`config.mk`:
```
export PLATFORM = sky130hd
export DESIGN_NAME = rs_simple
export DESIGN_NICKNAME = d
export VERILOG_FILES = /design/src/rtl/simple_rs_pkg.sv /design/src/rtl/rs_simple_entry.sv /design/src/rtl/rs_simple.sv
export SDC_FILE = /design/constraint.sdc
export NUM_CORES = 1
export LEC_CHECK = 0
export CORE_ASPECT_RATIO = 0.6
export CORE_MARGIN = 2
export CORE_UTILIZATION = 40
export DETAILED_ROUTE_END_ITERATION = 16
export PLACE_DENSITY = 0.71
export SLEW_MARGIN = 20
export SYNTH_ARGS = -nofsm -noshare
export SYNTH_HDL_FRONTEND = slang
export SYNTH_SLANG_ARGS = --single-unit
export TNS_END_PERCENT = 10
```
`constraint.sdc`:
```
create_clock -name clk -period 2.42 [get_ports clk]
set_clock_uncertainty 0.05 [all_clocks]
set_input_delay 0.363 -clock clk [delete_from_list [all_inputs] [get_ports clk]]
set_output_delay 0.363 -clock clk [all_outputs]
set_load 0.02 [all_outputs]
```
`src/rtl/simple_rs_pkg.sv`:
```
// Shared types and field layout for the simple-ALU reservation station.
// A dispatched entry is {rs2_vt, rs2_rdy, rs1_vt, rs1_rdy, rd, alu_ctrl}, LSB first = alu_ctrl[0].
package simple_rs_pkg;
  localparam int TAG_W        = 5;
  localparam int ENT_W        = 76;
  localparam int ALU_CTRL_LSB = 0;
  localparam int RD_LSB       = 5;
  localparam int RS1_RDY      = 10;
  localparam int RS1_VT_LSB   = 11;
  localparam int RS2_RDY      = 43;
  localparam int RS2_VT_LSB   = 44;

  typedef struct packed {
    logic [31:0] rs2_vt;
    logic        rs2_rdy;
    logic [31:0] rs1_vt;
    logic        rs1_rdy;
    logic [4:0]  rd;
    logic [4:0]  alu_ctrl;
  } rs_ent_t;

  // Capture a CDB result into whichever operands are still waiting on that tag.
  function automatic rs_ent_t ent_wake(rs_ent_t e, logic vld, logic [TAG_W-1:0] tag,
                                       logic [31:0] val);
    rs_ent_t r;
    r = e;
    if (vld && !e.rs1_rdy && (e.rs1_vt[TAG_W-1:0] == tag)) begin
      r.rs1_vt  = val;
      r.rs1_rdy = 1'b1;
    end
    if (vld && !e.rs2_rdy && (e.rs2_vt[TAG_W-1:0] == tag)) begin
      r.rs2_vt  = val;
      r.rs2_rdy = 1'b1;
    end
    return r;
  endfunction
endpackage

```
`src/rtl/rs_simple_entry.sv`:
```
// One reservation-station slot: occupancy bit, operand wakeup, optional CDB forward (RS_SIMPLE_FWD_EN).
// Latency: load/wakeup visible one cycle later (same cycle on the output when forwarding is enabled).
// Backpressure: none here; the parent only loads a free slot.
module rs_simple_entry
  import simple_rs_pkg::*;
(
  input  logic             clk,
  input  logic             rst_n,
  input  logic             flush,
  input  logic             load,
  input  rs_ent_t          load_ent,
  input  logic             cdb_valid,
  input  logic [TAG_W-1:0] cdb_tag,
  input  logic [31:0]      cdb_value,
  input  logic             issue,
  output logic             occ,
  output rs_ent_t          ent
);
  logic    occ_q, occ_d;
  rs_ent_t ent_q, ent_d;
  rs_ent_t ent_vis;

  always_comb begin
    occ_d = occ_q;
    ent_d = ent_q;
    if (occ_q) ent_d = ent_wake(ent_q, cdb_valid, cdb_tag, cdb_value);
    if (issue) occ_d = 1'b0;
    // Loads only target a free slot, so they cannot collide with a real issue.
    if (load) begin
      occ_d = 1'b1;
      ent_d = ent_wake(load_ent, cdb_valid, cdb_tag, cdb_value);
    end
    if (flush) occ_d = 1'b0;
  end

  always_ff @(posedge clk or negedge rst_n) begin
    if (!rst_n) begin
      occ_q <= 1'b0;
      ent_q <= '0;
    end else begin
      occ_q <= occ_d;
      ent_q <= ent_d;
    end
  end

`ifdef RS_SIMPLE_FWD_EN
  assign ent_vis = ent_wake(ent_q, cdb_valid, cdb_tag, cdb_value);
`else
  assign ent_vis = ent_q;
`endif

  assign occ = occ_q;
  assign ent = occ_q ? ent_vis : '0;
endmodule

```
`src/rtl/rs_simple.sv`:
```
// Two-entry reservation station for the simple ALU; optional CDB forwarding via RS_SIMPLE_FWD_EN.
// Latency: dispatch visible next cycle; issue clears the slot at the same edge.
// Backpressure: dispatch_ready drops when both slots are occupied (same-cycle issue does not help).
module rs_simple
  import simple_rs_pkg::*;
(
  input  logic             clk,
  input  logic             rst_n,
  input  logic             flush,
  input  logic             dispatch_valid,
  input  logic [ENT_W-1:0] dispatch_entry,
  output logic             dispatch_ready,
  input  logic             cdb_valid,
  input  logic [TAG_W-1:0] cdb_tag,
  input  logic [31:0]      cdb_value,
  input  logic             simple_0_issue,
  input  logic             simple_1_issue,
  output logic [ENT_W-1:0] rs_simple_0,
  output logic [ENT_W-1:0] rs_simple_1,
  output logic             selector,
  output logic [1:0]       occupancy
);
  logic       occ0, occ1;
  logic       accept, load0, load1;
  logic       nxt0, nxt1;
  logic       sel_q, sel_d;
  logic [1:0] occupancy_q, occupancy_d;
  rs_ent_t    ent0, ent1;

  assign dispatch_ready = !(occ0 && occ1);
  assign accept         = dispatch_valid && dispatch_ready;
  assign load0          = accept && !occ0;
  assign load1          = accept && occ0 && !occ1;

  rs_simple_entry u_ent0 (
    .clk(clk), .rst_n(rst_n), .flush(flush), .load(load0), .load_ent(dispatch_entry),
    .cdb_valid(cdb_valid), .cdb_tag(cdb_tag), .cdb_value(cdb_value),
    .issue(simple_0_issue), .occ(occ0), .ent(ent0)
  );

  rs_simple_entry u_ent1 (
    .clk(clk), .rst_n(rst_n), .flush(flush), .load(load1), .load_ent(dispatch_entry),
    .cdb_valid(cdb_valid), .cdb_tag(cdb_tag), .cdb_value(cdb_value),
    .issue(simple_1_issue), .occ(occ1), .ent(ent1)
  );

  // Age follows the post-edge occupancy: a lone survivor is oldest, a fresh load is youngest.
  always_comb begin
    nxt0  = load0 || (occ0 && !simple_0_issue);
    nxt1  = load1 || (occ1 && !simple_1_issue);
    sel_d = sel_q;
    if (!flush) begin
      if (nxt0 && !nxt1)      sel_d = 1'b1;
      else if (nxt1 && !nxt0) sel_d = 1'b0;
      else if (nxt0 && nxt1) begin
        if (load0)      sel_d = 1'b0;
        else if (load1) sel_d = 1'b1;
      end
    end
    occupancy_d = flush ? 2'd0 : ({1'b0, nxt0} + {1'b0, nxt1});
  end

  always_ff @(posedge clk or negedge rst_n) begin
    if (!rst_n) begin
      sel_q       <= 1'b0;
      occupancy_q <= 2'd0;
    end else begin
      sel_q       <= sel_d;
      occupancy_q <= occupancy_d;
    end
  end

  assign rs_simple_0 = ent0;
  assign rs_simple_1 = ent1;
  assign selector    = sel_q;
  assign occupancy   = occupancy_q;

`ifndef SYNTHESIS
  a_issue0_rdy: assert property (@(posedge clk) disable iff (!rst_n)
    (simple_0_issue && occ0) |-> (rs_simple_0[RS1_RDY] && rs_simple_0[RS2_RDY]));
  a_issue1_rdy: assert property (@(posedge clk) disable iff (!rst_n)
    (simple_1_issue && occ1) |-> (rs_simple_1[RS1_RDY] && rs_simple_1[RS2_RDY]));
  a_single_issue: assert property (@(posedge clk) disable iff (!rst_n)
    !(simple_0_issue && simple_1_issue));
`endif
endmodule

```
# Word-level counts from Yosys, hierarchy flattened
# Index checks and enable logic that the tools add are counted.
dict set report classes {
  mux 24
  add_sub_neg 1
  n_eq_ne 6
  n_bitwise 1
  reduce_logical 52
}
# operator n
set ops {}
lappend ops {{two-way mux 76 bit} 6}
lappend ops {{two-way mux 33 bit} 6}
lappend ops {{equality test 5 bit} 6}
lappend ops {{logical AND 1 bit} 22}
lappend ops {{logical NOT 1 bit} 13}
lappend ops {{nonzero test 2 bit} 6}
lappend ops {{two-way mux 1 bit} 11}
lappend ops {{nonzero test 3 bit} 3}
lappend ops {{AND reduction 2 bit} 4}
lappend ops {{nonzero test 4 bit} 1}
lappend ops {{AND reduction 3 bit} 1}
lappend ops {{adder 1 x 1 -> 2 bit} 1}
lappend ops {{logical OR 1 bit} 2}
lappend ops {{two-way mux 2 bit} 1}
lappend ops {{NOT 1 bit} 1}
dict set report word_totals {
  in_bits 120
  regBits 157
  elab_cells 100
  out_inout_bits 156
}

# Depth between registers and ports, before layout
dict set report logic_depth {
  word_depth 10
  depth_mapped 10
  ltp_nobuf 9
}

# Modules after synthesis
# A second synthesis with hierarchy kept.
dict set report unflattened {
  hier_cells 1112
  hier_area_um2 11008.1
}
# mod n_inst seq_area_each_um2 area_each_um2 cells_each
set modules_own_cells {}
lappend modules_own_cells {rs_simple_entry 2 1926.8 5383.9 544}
lappend modules_own_cells {rs_simple 1 75.1 240.2 24}

# Least setup slack after synthesis
# Ideal clock, no wire load.
dict set report synth_path {
  path_kind {input port to flip-flop}
  startpoint {in cdb_tag[1]}
  endpoint {reg u_ent0.ent_q[12] in the netlist's numbering}
  required_ns 2.249
  setup_ns 0.121
  t_arrival_ns 1.747
  slack_ns 0.502
  n_path_buf 3
  stages 8
  path_cell_list {buf_4 > xnor2_4 > nand4_4 > or4_1 > buf_6 > buf_12 > a21oi_2 > nor2_1}
}
dict set report synth_between {
  elab_chain_cells 4
  word_cells_on_any_way 8
  classes_between {eq/ne (2); mux (2); reduce/logical (4)}
}
# item line_no
set synth_lines {}
lappend synth_lines {{start, declared} rs_simple.sv:14} ;# input logic [TAG_W-1:0] cdb_tag,
lappend synth_lines {{equality test 5 bit} simple_rs_pkg.sv:27} ;# if (vld && !e.rs1_rdy && (e.rs1_vt[TAG_W-1:0] == tag)) begin
lappend synth_lines {{logical AND 1 bit} simple_rs_pkg.sv:27}
lappend synth_lines {{two-way mux 33 bit / nonzero test 2 bit (equally long branches)} n/a}
lappend synth_lines {{two-way mux 76 bit / AND reduction 2 bit (equally long branches)} n/a}
lappend synth_lines {{end signal, assigned} rs_simple_entry.sv:42} ;# ent_q <= ent_d;
lappend synth_lines {{end, declared} rs_simple_entry.sv:20} ;# rs_ent_t ent_q, ent_d;
# Several ways; a longest one is shown, not always the timed one.
# A chain may end at the register's enable or synchronous reset.

# Final worst setup path
dict set report layout_path {
  startpoint {reg u_ent0.occ_q (netlist: u_ent0.occ)}
  endpoint {out rs_simple_0[38]}
}
dict set report layout_between {
  elab_chain_cells 1
}
# item line_no
set layout_lines {}
lappend layout_lines {{start, declared} rs_simple_entry.sv:19} ;# logic occ_q, occ_d;
lappend layout_lines {{start signal, assigned} rs_simple_entry.sv:38} ;# occ_q <= 1'b0;
lappend layout_lines {{start signal, assigned} rs_simple_entry.sv:41} ;# occ_q <= occ_d;
lappend layout_lines {{two-way mux 76 bit} rs_simple_entry.sv:53} ;# assign ent = occ_q ? ent_vis : '0;
lappend layout_lines {{end, declared} rs_simple.sv:18} ;# output logic [ENT_W-1:0] rs_simple_0,
# Every way passes these cells.

==> results by group <==
Outcome
  – Outcome: completed

Clocking
  – CTS clk-pin slew, worst paths: roughly 60 ps
  – Clock Sinks: 157
  – Worst-skew pair later-pin latency: 430 ps
  – CTS Root Cell: clkbuf_16
  – CTS Buf Count: 17
  – H-tree levels: 4
  – CTS tree: done
  – Clock Path Buffers: 2

Cells and area
  – Layout area overhead: 47.3%
  – Final Net Count: 1,333
  – Share of layout cells above drive strength 1: approximately 12%
  – # diodes: 0

Global routing
  – First-pass GRT wire length: around 48 mm
  – GRT overflow: 0
  – Most used routing layer: met2
  – Met1 GRT Util: 39.6%
  – Vias in the first global route: around 8.3k
  – Antenna violations before repair: 0
  – GRT Util Overall: roughly 28%
  – Met3 usage: between 7 and 8%
  – Met2 Use GR: ~40%
  – Pin count of the biggest net entering global routing: 71

Synthesis
  – Syn avg cell area: around 9.4 um^2
  – Syn nets: 1,040
  – Synth Cell Area: around 0.0086 mm^2
  – Share of the synthesized area in the top cell type: between 40 and 50%
  – Count of unique library cells instantiated by Yosys: 35
  – Synth async-reset ratio: 100%
  – Top cells by area, synth: dfrtp_1 46%, a222oi_1 11%, and2_1 11%, inv_1 8.7%, a21oi_2 3.1%
  – Top cells by count, synth: 198 x inv_1, 157 x dfrtp_1, 152 x and2_1, 96 x a222oi_1, 64 x nand2_1
  – Post-synthesis cell count: slightly above 900
  – Ys flop type: dfrtp_1
  – Area leader, netlist: dfrtp_1
  – Post-synth EDFFs: 0
  – Top-count cell post-synth: inv_1
  – Register area share after synthesis: 45.8%
  – Synth warn: 0
  – Register bit total from synthesis: 157

Floorplan
  – Initial Utilization: between 40 and 50%
  – Die Wd: just under 200 um
  – Die area: between 0.02 and 0.025 mm^2
  – I/O pins: approximately 280
  – # rows: 41
  – Vert. Die Dim: between 100 and 150 um
  – Core area: roughly 0.021 mm^2

Timing
  – Max Slew Vio Count: 0
  – Max Freq: approximately 0.42 GHz
  – Setup-failing EPs final: 0
  – Unrepaired setup endpoints after global routing: yes
  – Final hold vios: 0
  – Final period util: a little over nine tenths
  – Period minus WS final: 2370 ps
  – Relative slew margins: between 20% and 30%
  – Slew @ Worst Pin: between 1000 and 1500 ps
  – Final hold slack: around 350 ps

Worst setup path
  – Reg2reg path depth: 6
  – R2r setup slk: roughly 90 ps
  – Critical Path AT: 1960 ps
  – CP required: 2010 ps
  – Crit. End Element: primary output
  – WS Path Type: reg2out
  – Crit-path max FO: between 50 and 60
  – CP startpoint kind: register

Power
  – Power Density: 652 mW/mm^2
  – Combinational share of power: approximately 25%
  – Worst ir drop on vdd: ~0.0005 V
  – Int Pwr: between 0.005 and 0.006 W
  – NetSw: 0.00245 W
  – Clock network power share: between 30% and 40%
  – Switching share of power: between 20% and 30%
  – Total Power: between 0.008 and 0.009 W
  – Leak: between 6 and 7 nW
  – Flop pwr share: 41.4%

Detailed routing
  – Vias: between 8k and 9k
  – Pre-Repair DR Iteration Count: 9
  – DRT Wirelength: 31.6 mm
  – Vias/cell: between 5 and 6
  – Residual DRC count: 0
  – WL per Instance: between 20 and 25 um
  – Initial drt markers: 1,161
  – ANT nets after route: 0

Run
  – Max-Cap Viols: 0

Placed design
  – GP Congestion: 0.910
  – Number of port buffers: between 200 and 300
  – DP HPWL: around 21 mm

Worst hold path
  – HP Class: in2async
-- registers in the layout, summed over array words and instances, names as in the netlist --
| signal | cells |
|---|---|
| occupancy | 2 |
| selector | 1 |
| u_ent0.ent_q | 76 |
| u_ent0.occ | 1 |
| u_ent1.ent_q | 76 |
| u_ent1.occ | 1 |
-- worst max-delay path, cell delays in order (launching register included) --
cell	delay, ps
dfrtp_2	430
buf_12	230
and2_1	200
clkdlybuf4s50_1	640
-- layout make-up --
class	count	area, um^2
clock buffer	20	467
clock inverter	11	141
fill	1822	8400
inverter	198	743
multi-input combinational	494	3570
sequential	157	3930
tap	279	349
timing repair buffer	341	3430
-- stage by stage --
step	cells	worst slack (ps)	cell area, um^2	TNS, ps	util (%)
after floorplan	916	502	8580	0	-
after global placement	1463	-346	11900	-36210	56.6
after detailed placement	1463	-362	11900	-38980	56.6
after CTS	1498	7.97	12600	0	59.7
after global routing	1500	-8.89	12600	-24.2	60.1
final	1500	50.8	12600	0	60.1
-- power by group through the flow --
stage	combinational (W)	clock [W]	sequential, W
finish	0.00202	0.00280	0.00341
floorplan	0.00111	0	0.00333
global route	0.00220	0.00294	0.00347
global placement	0.00195	0	0.00343
detailed placement	0.00199	0	0.00344
CTS	0.00201	0.00283	0.00340
-- what timing repair did --
| action | in CTS | in global routing |
|---|---|---|
| gates resized for setup | 5 | 17 |
| setup buffers | 3 | 0 |
| hold buffers | 1 | 0 |
| setup endpoints to repair | 61 | 87 |
| gates cloned | 0 | 2 |
| pin swaps | 0 | 3 |
| hold endpoints to repair | 18 | 0 |
-- final timing paths --
| kind | to | start |
|---|---|---|
| max in group asynchronous | u_ent1.ent_q[42] | rst_n |
| min in group clk | u_ent1.ent_q[0] | u_ent1.ent_q[0] |
| max reg2reg | u_ent1.ent_q[53] | u_ent1.occ |
| max | rs_simple_0[38] | u_ent0.occ |
| min | u_ent0.ent_q[8] | rst_n |
| min reg2reg | u_ent1.ent_q[0] | u_ent1.ent_q[0] |
-- layout by cell type (no fill, tap or decap), types with 6 or more instances in the layout --
cell	n
buf_12	11
clkbuf_16	17
dlymetal6s2s_1	9
a222oi_1	96
nand2_1	64
a21oi_1	8
xnor2_1	19
and2_1	152
nor2_4	9
clkdlybuf4s50_1	263
a21oi_2	30
dfrtp_1	155
buf_4	49
nor2_1	40
o22ai_1	32
inv_1	198
xor2_1	7
buf_6	6
-- routing by layer --
layer  routed length (um)  up-vias
met5                    0        -
met4                  405        0
met3                 3530       29
met2                13700      489
met1                14000     3954
li1                     -     3634
-- cells by family after synthesis --
group                      Yosys count  synth area share [%]
buffers and inverters              267                  13.7
and+or+nand+nor                    285                  18.1
xor gates and xnor gates            30                  3.94
DFF                                157                  45.8
adders and majority gates            4                 0.583
AOI/OAI and AO/OA                  173                  17.9
(Power assumes the default switching activity.)
